File: src/rtl/fan_speed_ctrl_if.sv
// Fan governor bus: host enable/target, tach sample in, duty/status out.
// master = host/tach side, slave = fan_speed_ctrl.
interface fan_speed_ctrl_if;
  logic        enable;
  logic [15:0] target_rpm;
  logic [15:0] rpm;
  logic        rpm_valid;
  logic [9:0]  duty;
  logic        stall;
  logic        fault;
  logic [2:0]  state;

  modport master (
    output enable, target_rpm, rpm, rpm_valid,
    input  duty, stall, fault, state
  );

  modport slave (
    input  enable, target_rpm, rpm, rpm_valid,
    output duty, stall, fault, state
  );
endinterface

File: src/rtl/fan_speed_ctrl.sv
// Closed-loop fan governor: kick-start, proportional duty, stall retry, fault.
// Ports: clock, reset_n (async low), fan (fan_speed_ctrl_if.slave).
// Option: FAN_CTRL_DEADBAND_EN holds duty while |err| <= DEADBAND.
module fan_speed_ctrl #(
  parameter int GAIN_SHIFT    = 4,
  parameter int MIN_DUTY      = 128,
  parameter int KICK_CYCLES   = 5000000,
  parameter int STALL_SAMPLES = 3,
  parameter int MAX_RETRIES   = 3,
  parameter int DEADBAND      = 16
) (
  input  logic             clock,
  input  logic             reset_n,
  fan_speed_ctrl_if.slave  fan
);

  localparam logic [2:0] IDLE     = 3'd0;
  localparam logic [2:0] KICK     = 3'd1;
  localparam logic [2:0] REGULATE = 3'd2;
  localparam logic [2:0] FAULT    = 3'd3;

  localparam int KW = (KICK_CYCLES > 1) ? $clog2(KICK_CYCLES) : 1;
  localparam int ZW = $clog2(STALL_SAMPLES + 1);
  localparam int RW = $clog2(MAX_RETRIES + 2);

  localparam logic [KW-1:0] KLAST = KW'(KICK_CYCLES - 1);
  localparam logic [ZW-1:0] ZLAST = ZW'(STALL_SAMPLES - 1);
  localparam logic [RW-1:0] RMAX  = RW'(MAX_RETRIES);

  localparam logic [9:0] DMIN = 10'(MIN_DUTY);
  localparam logic [9:0] DMAX = 10'd1023;

  localparam logic signed [17:0] NMIN = 18'(MIN_DUTY);
  localparam logic signed [17:0] NMAX = 18'sd1023;
  localparam logic [16:0]        DBW  = 17'(DEADBAND);

`ifdef FAN_CTRL_DEADBAND_EN
  localparam bit DB_EN = 1'b1;
`else
  localparam bit DB_EN = 1'b0;
`endif

  logic [2:0]    state_q;
  logic [9:0]    duty_q;
  logic          stall_q;
  logic          fault_q;
  logic [KW-1:0] kcnt_q;
  logic [ZW-1:0] zcnt_q;
  logic [RW-1:0] retry_q;

  logic signed [16:0] err;
  logic signed [16:0] step;
  logic signed [17:0] nd;
  logic [16:0]        mag;
  logic [9:0]         duty_adj;
  logic               zero;
  logic               stall_hit;

  // Both operands are unsigned 16-bit, so 17 bits hold any difference
  // and the 18-bit sum cannot overflow before clamping.
  always_comb begin
    err      = $signed({1'b0, fan.target_rpm}) - $signed({1'b0, fan.rpm});
    step     = err >>> GAIN_SHIFT;
    nd       = $signed({8'd0, duty_q}) + $signed({step[16], step});
    mag      = err[16] ? 17'(-err) : 17'(err);
    duty_adj = nd[9:0];
    if (nd < NMIN)
      duty_adj = DMIN;
    else if (nd > NMAX)
      duty_adj = DMAX;
    if (DB_EN && (mag <= DBW))
      duty_adj = duty_q;
    zero      = (fan.rpm == 16'd0);
    stall_hit = zero && (zcnt_q == ZLAST);
  end

  always_ff @(posedge clock or negedge reset_n) begin
    if (!reset_n) begin
      state_q <= IDLE;
      duty_q  <= '0;
      stall_q <= 1'b0;
      fault_q <= 1'b0;
      kcnt_q  <= '0;
      zcnt_q  <= '0;
      retry_q <= '0;
    end else if (!fan.enable) begin
      state_q <= IDLE;
      duty_q  <= '0;
      stall_q <= 1'b0;
      fault_q <= 1'b0;
      kcnt_q  <= '0;
      zcnt_q  <= '0;
      retry_q <= '0;
    end else begin
      case (state_q)
        IDLE: begin
          duty_q <= '0;
          if (fan.target_rpm != 16'd0) begin
            state_q <= KICK;
            duty_q  <= DMAX;
            kcnt_q  <= '0;
          end
        end
        KICK: begin
          if (fan.target_rpm == 16'd0) begin
            state_q <= IDLE;
            duty_q  <= '0;
          end else if (kcnt_q == KLAST) begin
            state_q <= REGULATE;
            duty_q  <= DMIN;
            zcnt_q  <= '0;
          end else begin
            kcnt_q <= kcnt_q + KW'(1);
          end
        end
        REGULATE: begin
          if (fan.target_rpm == 16'd0) begin
            state_q <= IDLE;
            duty_q  <= '0;
          end else if (fan.rpm_valid) begin
            if (stall_hit) begin
              stall_q <= 1'b1;
              retry_q <= retry_q + RW'(1);
              duty_q  <= DMAX;
              zcnt_q  <= '0;
              kcnt_q  <= '0;
              if (retry_q < RMAX) begin
                state_q <= KICK;
              end else begin
                state_q <= FAULT;
                fault_q <= 1'b1;
              end
            end else begin
              duty_q <= duty_adj;
              zcnt_q <= zero ? zcnt_q + ZW'(1) : '0;
            end
          end
        end
        FAULT: begin
          duty_q  <= DMAX;
          fault_q <= 1'b1;
        end
        default: begin
          state_q <= IDLE;
          duty_q  <= '0;
        end
      endcase
    end
  end

  assign fan.duty  = duty_q;
  assign fan.stall = stall_q;
  assign fan.fault = fault_q;
  assign fan.state = state_q;

endmodule

File: src/flat_wrapper.sv
// flat-port wrapper written by rule: the top's interface ports become plain ports
module fan_speed_ctrl_flat 
#(
  parameter int GAIN_SHIFT    = 4,
  parameter int MIN_DUTY      = 128,
  parameter int KICK_CYCLES   = 5000000,
  parameter int STALL_SAMPLES = 3,
  parameter int MAX_RETRIES   = 3,
  parameter int DEADBAND      = 16
)
  (clock, reset_n, fan_enable, fan_target_rpm, fan_rpm, fan_rpm_valid, fan_duty, fan_stall, fan_fault, fan_state);
  fan_speed_ctrl_if fan_i ();
  input  logic clock;
  input  logic reset_n;
  input wire logic [$bits(fan_i.enable)-1:0] fan_enable;
  input wire logic [$bits(fan_i.target_rpm)-1:0] fan_target_rpm;
  input wire logic [$bits(fan_i.rpm)-1:0] fan_rpm;
  input wire logic [$bits(fan_i.rpm_valid)-1:0] fan_rpm_valid;
  output wire logic [$bits(fan_i.duty)-1:0] fan_duty;
  output wire logic [$bits(fan_i.stall)-1:0] fan_stall;
  output wire logic [$bits(fan_i.fault)-1:0] fan_fault;
  output wire logic [$bits(fan_i.state)-1:0] fan_state;
  assign fan_i.enable = fan_enable;
  assign fan_i.target_rpm = fan_target_rpm;
  assign fan_i.rpm = fan_rpm;
  assign fan_i.rpm_valid = fan_rpm_valid;
  assign fan_duty = fan_i.duty;
  assign fan_stall = fan_i.stall;
  assign fan_fault = fan_i.fault;
  assign fan_state = fan_i.state;
  fan_speed_ctrl #(.GAIN_SHIFT(GAIN_SHIFT), .MIN_DUTY(MIN_DUTY), .KICK_CYCLES(KICK_CYCLES), .STALL_SAMPLES(STALL_SAMPLES), .MAX_RETRIES(MAX_RETRIES), .DEADBAND(DEADBAND)) u_core (.clock(clock), .reset_n(reset_n), .fan(fan_i));
endmodule
File: config.mk
export PLATFORM = sky130hd
export DESIGN_NAME = fan_speed_ctrl_flat
export DESIGN_NICKNAME = d
export VERILOG_FILES = /design/src/rtl/fan_speed_ctrl_if.sv /design/src/rtl/fan_speed_ctrl.sv /design/src/flat_wrapper.sv
export SDC_FILE = /design/constraint.sdc
export NUM_CORES = 1
export LEC_CHECK = 0
export CORE_ASPECT_RATIO = 0.6
export CORE_MARGIN = 4
export CORE_UTILIZATION = 40
export CTS_CLUSTER_DIAMETER = 100
export DETAILED_ROUTE_END_ITERATION = 10
export GPL_ROUTABILITY_DRIVEN = 0
export HOLD_SLACK_MARGIN = 0.15
export PLACE_DENSITY = 0.72
export SLEW_MARGIN = 20
export SYNTH_ARGS = -nofsm -noshare
export SYNTH_HDL_FRONTEND = slang
export SYNTH_SLANG_ARGS = --single-unit
File: constraint.sdc
create_clock -name clock -period 2.4 [get_ports clock]
set_clock_uncertainty 0.2 [all_clocks]
set_input_delay 0.24 -clock clock [delete_from_list [all_inputs] [get_ports clock]]
set_output_delay 0.24 -clock clock [all_outputs]
set_load 0.1 [all_outputs]
After elaboration in Yosys (flattened, before gate mapping)
Cells that the tools add are included.

Register bits: 43. Bits of input ports: 36. Output and inout port bits: 15.

Add/subtract/negate cells: 5. Order comparisons: 3. Equal/unequal tests: 24. Multiplexer cells: 51. Reduce and logical (&&, ||, !) cells: 11.

Operator list (number): 23-bit two-way mux (7); 10-bit two-way mux (9); 23-bit one-hot mux with 3 select lines (1); 10-bit one-hot mux with 4 select lines (1); 3-bit two-way mux (12); 16-bit logical NOT (2); 23-bit by 1-bit adder with 23-bit output (second input constant) (1); 23-bit equality test (second input constant) (1); 18-bit by 11-bit > comparator with 1-bit output (second input constant) (1); 18-bit by 9-bit < comparator with 1-bit output (second input constant) (1); 16-bit by 16-bit subtractor with 17-bit output (1); 2-bit two-way mux (8); 16-bit nonzero test (1); 3-bit inequality test (second input constant) (5); 5-bit AND reduction (3); 11-bit by 13-bit adder with 14-bit output (1); 3-bit one-hot mux with 4 select lines (1); 1-bit two-way mux (10); 3-bit by 2-bit inequality test with 1-bit output (second input constant) (3); 4-bit by 2-bit inequality test with 1-bit output (second input constant) (2); 7-bit AND reduction (1); 3-bit by 2-bit equality test with 1-bit output (second input constant) (2); 2-bit by 1-bit inequality test with 1-bit output (second input constant) (3); 3-bit by 1-bit inequality test with 1-bit output (second input constant) (2); other kinds (14) (15).

Logic depth before layout (Yosys ltp)
Depth after elaboration: 10. Mapped depth: 19. Mapped depth without buffers: 19.

Least setup slack after synthesis
Ideal clock, no wire load.

Path type: input to register. Start: input fan_rpm[4]. End: register u_core.duty_q[1] (netlist: u_core.fan.duty[1]). Arrival time: 3.642 ns. Required time: 2.110 ns. Slack: -1.532 ns. Stages on the path: 19. Buffers on the path: 0. Cells stage by stage: inv_1 -> ha_1 -> a21oi_1 -> o21ai_0 -> a31o_2 -> and2_1 -> o21a_1 -> o21a_1 -> nor2_1 -> xnor2_1 -> ha_1 -> or2_2 -> a21oi_1 -> a211oi_1 -> o21a_1 -> or2_1 -> a211oi_2 -> o31ai_4 -> o2111ai_1.

Word-level cells in the longest chain between the ends: 10. Elaborated cells between the ends (all ways): 13. Classes of those cells: add/sub: 2; order compare: 2; mux: 7; reduce/logical: 2.

Ends and longest elaborated chain: start: declaration (line flat_wrapper.sv:17) `input wire logic [$bits(fan_i.rpm)-1:0] fan_rpm;`; 16-bit by 16-bit subtractor with 17-bit output (line fan_speed_ctrl.sv:62) `err = $signed({1'b0, fan.target_rpm}) - $signed({1'b0, fan.rpm});`; 11-bit by 13-bit adder with 14-bit output (line fan_speed_ctrl.sv:64) `nd = $signed({8'd0, duty_q}) + $signed({step[16], step});`; 18-bit by 11-bit > comparator with 1-bit output (line fan_speed_ctrl.sv:69) `else if (nd > NMAX)`; 10-bit two-way mux (line fan_speed_ctrl.sv:69); 10-bit two-way mux (line fan_speed_ctrl.sv:67) `if (nd < NMIN)`; 10-bit two-way mux * (line fan_speed_ctrl.sv:121) `if (stall_hit) begin`; 10-bit two-way mux * (line fan_speed_ctrl.sv:120) `end else if (fan.rpm_valid) begin`; 10-bit two-way mux * (line fan_speed_ctrl.sv:117) `if (fan.target_rpm == 16'd0) begin`; 10-bit one-hot mux with 4 select lines * (line fan_speed_ctrl.sv:95) `case (state_q)`; 10-bit two-way mux * (line fan_speed_ctrl.sv:86) `end else if (!fan.enable) begin`; end signal: assignment (line fan_speed_ctrl.sv:134) `duty_q <= duty_adj;`; end: declaration (line fan_speed_ctrl.sv:44) `logic [9:0] duty_q;`.

Every way passes the cells marked *; elsewhere a longest branch is shown, timed or not. The select of a mux whose other input is x is not followed. A chain may end at the register's enable or synchronous reset.

Final worst setup path
Start: input fan_rpm[10]. End: register u_core.duty_q[5] (netlist: u_core.fan.duty[5]).

Same word-level chain as after synthesis.

==> summary.txt <==
Run status
  • Status: complete, but fails checks
  • Violated checks: setup timing

Yosys
  • Yosys cell types: 60
  • Post-synth top flop: dfrtp_1
  • Dominant cell by count in the synthesized netlist: nor2_1
  • Top cells by count, synth: nor2_1 (46), dfrtp_1 (42), nand2_1 (38)
  • Synth Cell Area: 3720 sq um
  • Post-Syn Nets: 517
  • Yosys warning count: 0
  • Largest cells by area after synthesis: dfrtp_1 (28%), ha_1 (11%), a21oi_1 (4.7%)
  • Yosys top cell area share: 28.2%
  • Synth area leader: dfrtp_1
  • Synth Register Bits: 42
  • Post-synth EDFFs: 0
  • Sequential fraction of the synthesis area: 28.2%
  • Post-synthesis cell count: 447
  • Post-Syn Area per Cell: 8.33 sq um
  • Asr flop ratio synth: 100%

Power
  • Clock network fraction of design power: 13.0%
  • VDD IR max: 0.773 mV
  • Flop pwr share: 15.5%
  • Pwr/cell area: 980 nW/um^2
  • Switch share: 48.2%
  • Net switching power: 2.91 mW
  • Comb power frac: 71.5%
  • Lkg Pwr: 2.80 nW
  • Internal: 3.12 mW

Critical path
  • Worst EP required: 2.34 ns
  • Startpoint types: primary input
  • Critical path class: in -> reg
  • R2R cell count: 13
  • R2R setup slack: -0.67 ns
  • Worst endpoint data arrival time: 3.68 ns
  • Crit. End Element: flip-flop
  • Largest fanout on the critical path: 8

Layout
  • Area delta synth->final: 65.2%
  • NumNets Final: 725
  • Ant diodes: 0
  • Final core occ: 70.0%
  • Layout cells sized above 1: 44.7%

Clocking
  • H-Tree Depth: 2
  • CTS tree: yes
  • Reg clk slew, reported paths: 0.06 ns
  • CTS root buf: clkbuf_16
  • Clock Latency Late Sink: 0.30 ns
  • TritonCTS Buffers: 5
  • Clock Sinks: 42
  • CTS max path bufs: 2

Die
  • CORE AREA: 8780 sq um
  • Rows: 26
  • Die ar.: 11000 sq um
  • Starting Density: 42.4%
  • Die Span Y: 82.7 microns
  • Die width: 133 microns
  • Ports: 51

GRT
  • Overall Global Routing Usage: 25.4%
  • First-pass GRT wire length: 21.5 mm
  • Initial antenna violation count: 0
  • Vias in the first global route: 4168
  • Grt ovf: 0
  • Largest net degree at the start of global routing: 43

Flow run
  • Max-cap violations: 0

Timing
  • Final worst slack: -1.34 ns
  • Period minus WS final: 3.74 ns
  • RSZ-0062 raised after global routing: yes
  • Fmax: 0.267 GHz
  • Final worst path period share: 156%
  • Final setup fails: 41
  • Max-slew headroom: 57.0%
  • Least-Margin Pin Slew: 0.640 ns
  • Fin. max-slew vios: 0
  • Post-route setup TNS: -24.74 ns
  • Final Hold Viols: 0

Routing
  • Vias: 4395
  • DRC errors left: 0
  • WL final: 14.5 mm
  • Drt via density: 5.72
  • Drt first pass iters: 6
  • Drt wl/cell: 18.9 microns
  • Violation count after the first detailed-route iteration: 357
  • Post-route ant nets: 0

Min path
  • Worst hold stages: 2
  • Worst hold path class: reg -> reg

Place
  • Port bufs: 49
  • Post-DP HPWL: 10.9 mm
==> registers in the layout, indices dropped and copies added (netlist names) <==
name              count
u_core.kcnt_q        23
u_core.fan.duty      10
u_core.retry_q        3
u_core.fan.state      2
u_core.zcnt_q         2
u_core.fan.fault      1
u_core.fan.stall      1
==> final cells by class <==
cell class              instances  area (sq um)
multi-input cells             360          3000
fillers                       637          2630
repair buffers                213          1660
flip-flops and latches         42          1060
well taps                     112           140
inverters                      33           134
clock buffers                   7           133
clock inverters                 1          30.0
==> worst max-delay path, cell delays in order <==
cell,delay (ns)
clkdlybuf4s50_1,0.50
inv_1,0.09
ha_4,0.27
a21oi_1,0.21
o21ai_2,0.10
a21oi_2,0.14
nor2b_1,0.08
nor2_1,0.12
xnor2_1,0.15
ha_1,0.31
a21oi_2,0.22
o21ai_4,0.09
a21o_1,0.20
a31o_4,0.23
nand3_2,0.12
nor3_4,0.07
o31ai_4,0.24
buf_6,0.17
o2111ai_2,0.13
==> cells by family after synthesis <==
| group | count (synthesis) | share of synthesized area [%] |
|---|---|---|
| DFF | 42 | 28.2 |
| muxes | 1 | 0.302 |
| other | 1 | 0.101 |
| adders and majority gates | 34 | 11.6 |
| xor gates and xnor gates | 30 | 7.06 |
| buffers and inverters | 45 | 4.84 |
| AOI/OAI and AO/OA | 125 | 24.0 |
| and+or+nand+nor | 169 | 23.8 |
==> per-layer routing <==
metal  global-route usage [%]  share of wire [%]
met5                        0                  0
met4                     5.71                1.7
met3                     6.96                8.9
met2                     39.3                 43
met1                     35.5                 46
==> per-stage QoR <==
step / instances / hold WS [ns] / power, mW / instance area [sq um] / setup slack (ns)
detailed placement: 748 / 0.153 / 4.62 / 5540 / -2.17
finish: 768 / 0.305 / 6.03 / 6150 / -1.34
global route: 768 / 0.346 / 6.32 / 6150 / -1.50
floorplan: 447 / -0.256 / 3.17 / 3870 / -1.30
global placement: 748 / 0.146 / 4.50 / 5540 / -1.95
CTS: 765 / 0.284 / 5.76 / 5980 / -1.23
==> worst paths after layout <==
| path | from | end |
|---|---|---|
| max | fan_rpm[10] | u_core.fan.duty[5] |
| min | u_core.fan.fault | u_core.fan.fault |
| max reg2reg | u_core.fan.duty[0] | u_core.fan.duty[5] |
| min reg2reg | u_core.fan.fault | u_core.fan.fault |
| max in group asynchronous | reset_n | u_core.fan.state[0] |
| min in group asynchronous | reset_n | u_core.retry_q[2] |
==> power groups by stage <==
stage	clock network, mW	registers (mW)	logic (mW)
detailed placement	0	0.940	3.68
floorplan	0	1.63	1.54
finish	0.781	0.935	4.31
CTS	0.788	0.926	4.04
global placement	0	0.934	3.56
global route	0.823	0.943	4.56
==> what timing repair did <==
action | CTS | global route
endpoints found under the setup margin | 42 | 42
endpoints found under the hold margin | 42 | 0
hold buffers | 1 | 0
setup buffers | 8 | 3
pin swaps | 33 | 22
gates cloned | 0 | 0
gates resized for setup | 108 | 28
==> cells in the final DEF (no fill, tap or decap), types with 11 or more instances in the layout <==
master / instances
inv_1: 24
nand2_1: 36
nor2_1: 43
ha_1: 20
dfrtp_1: 40
xnor2_1: 14
buf_4: 177
xor2_1: 16
o21ai_0: 19
nand3_1: 11
ha_4: 13
a21oi_1: 23
clkdlybuf4s50_1: 18
No activity file was read; power rests on OpenSTA's default activity.
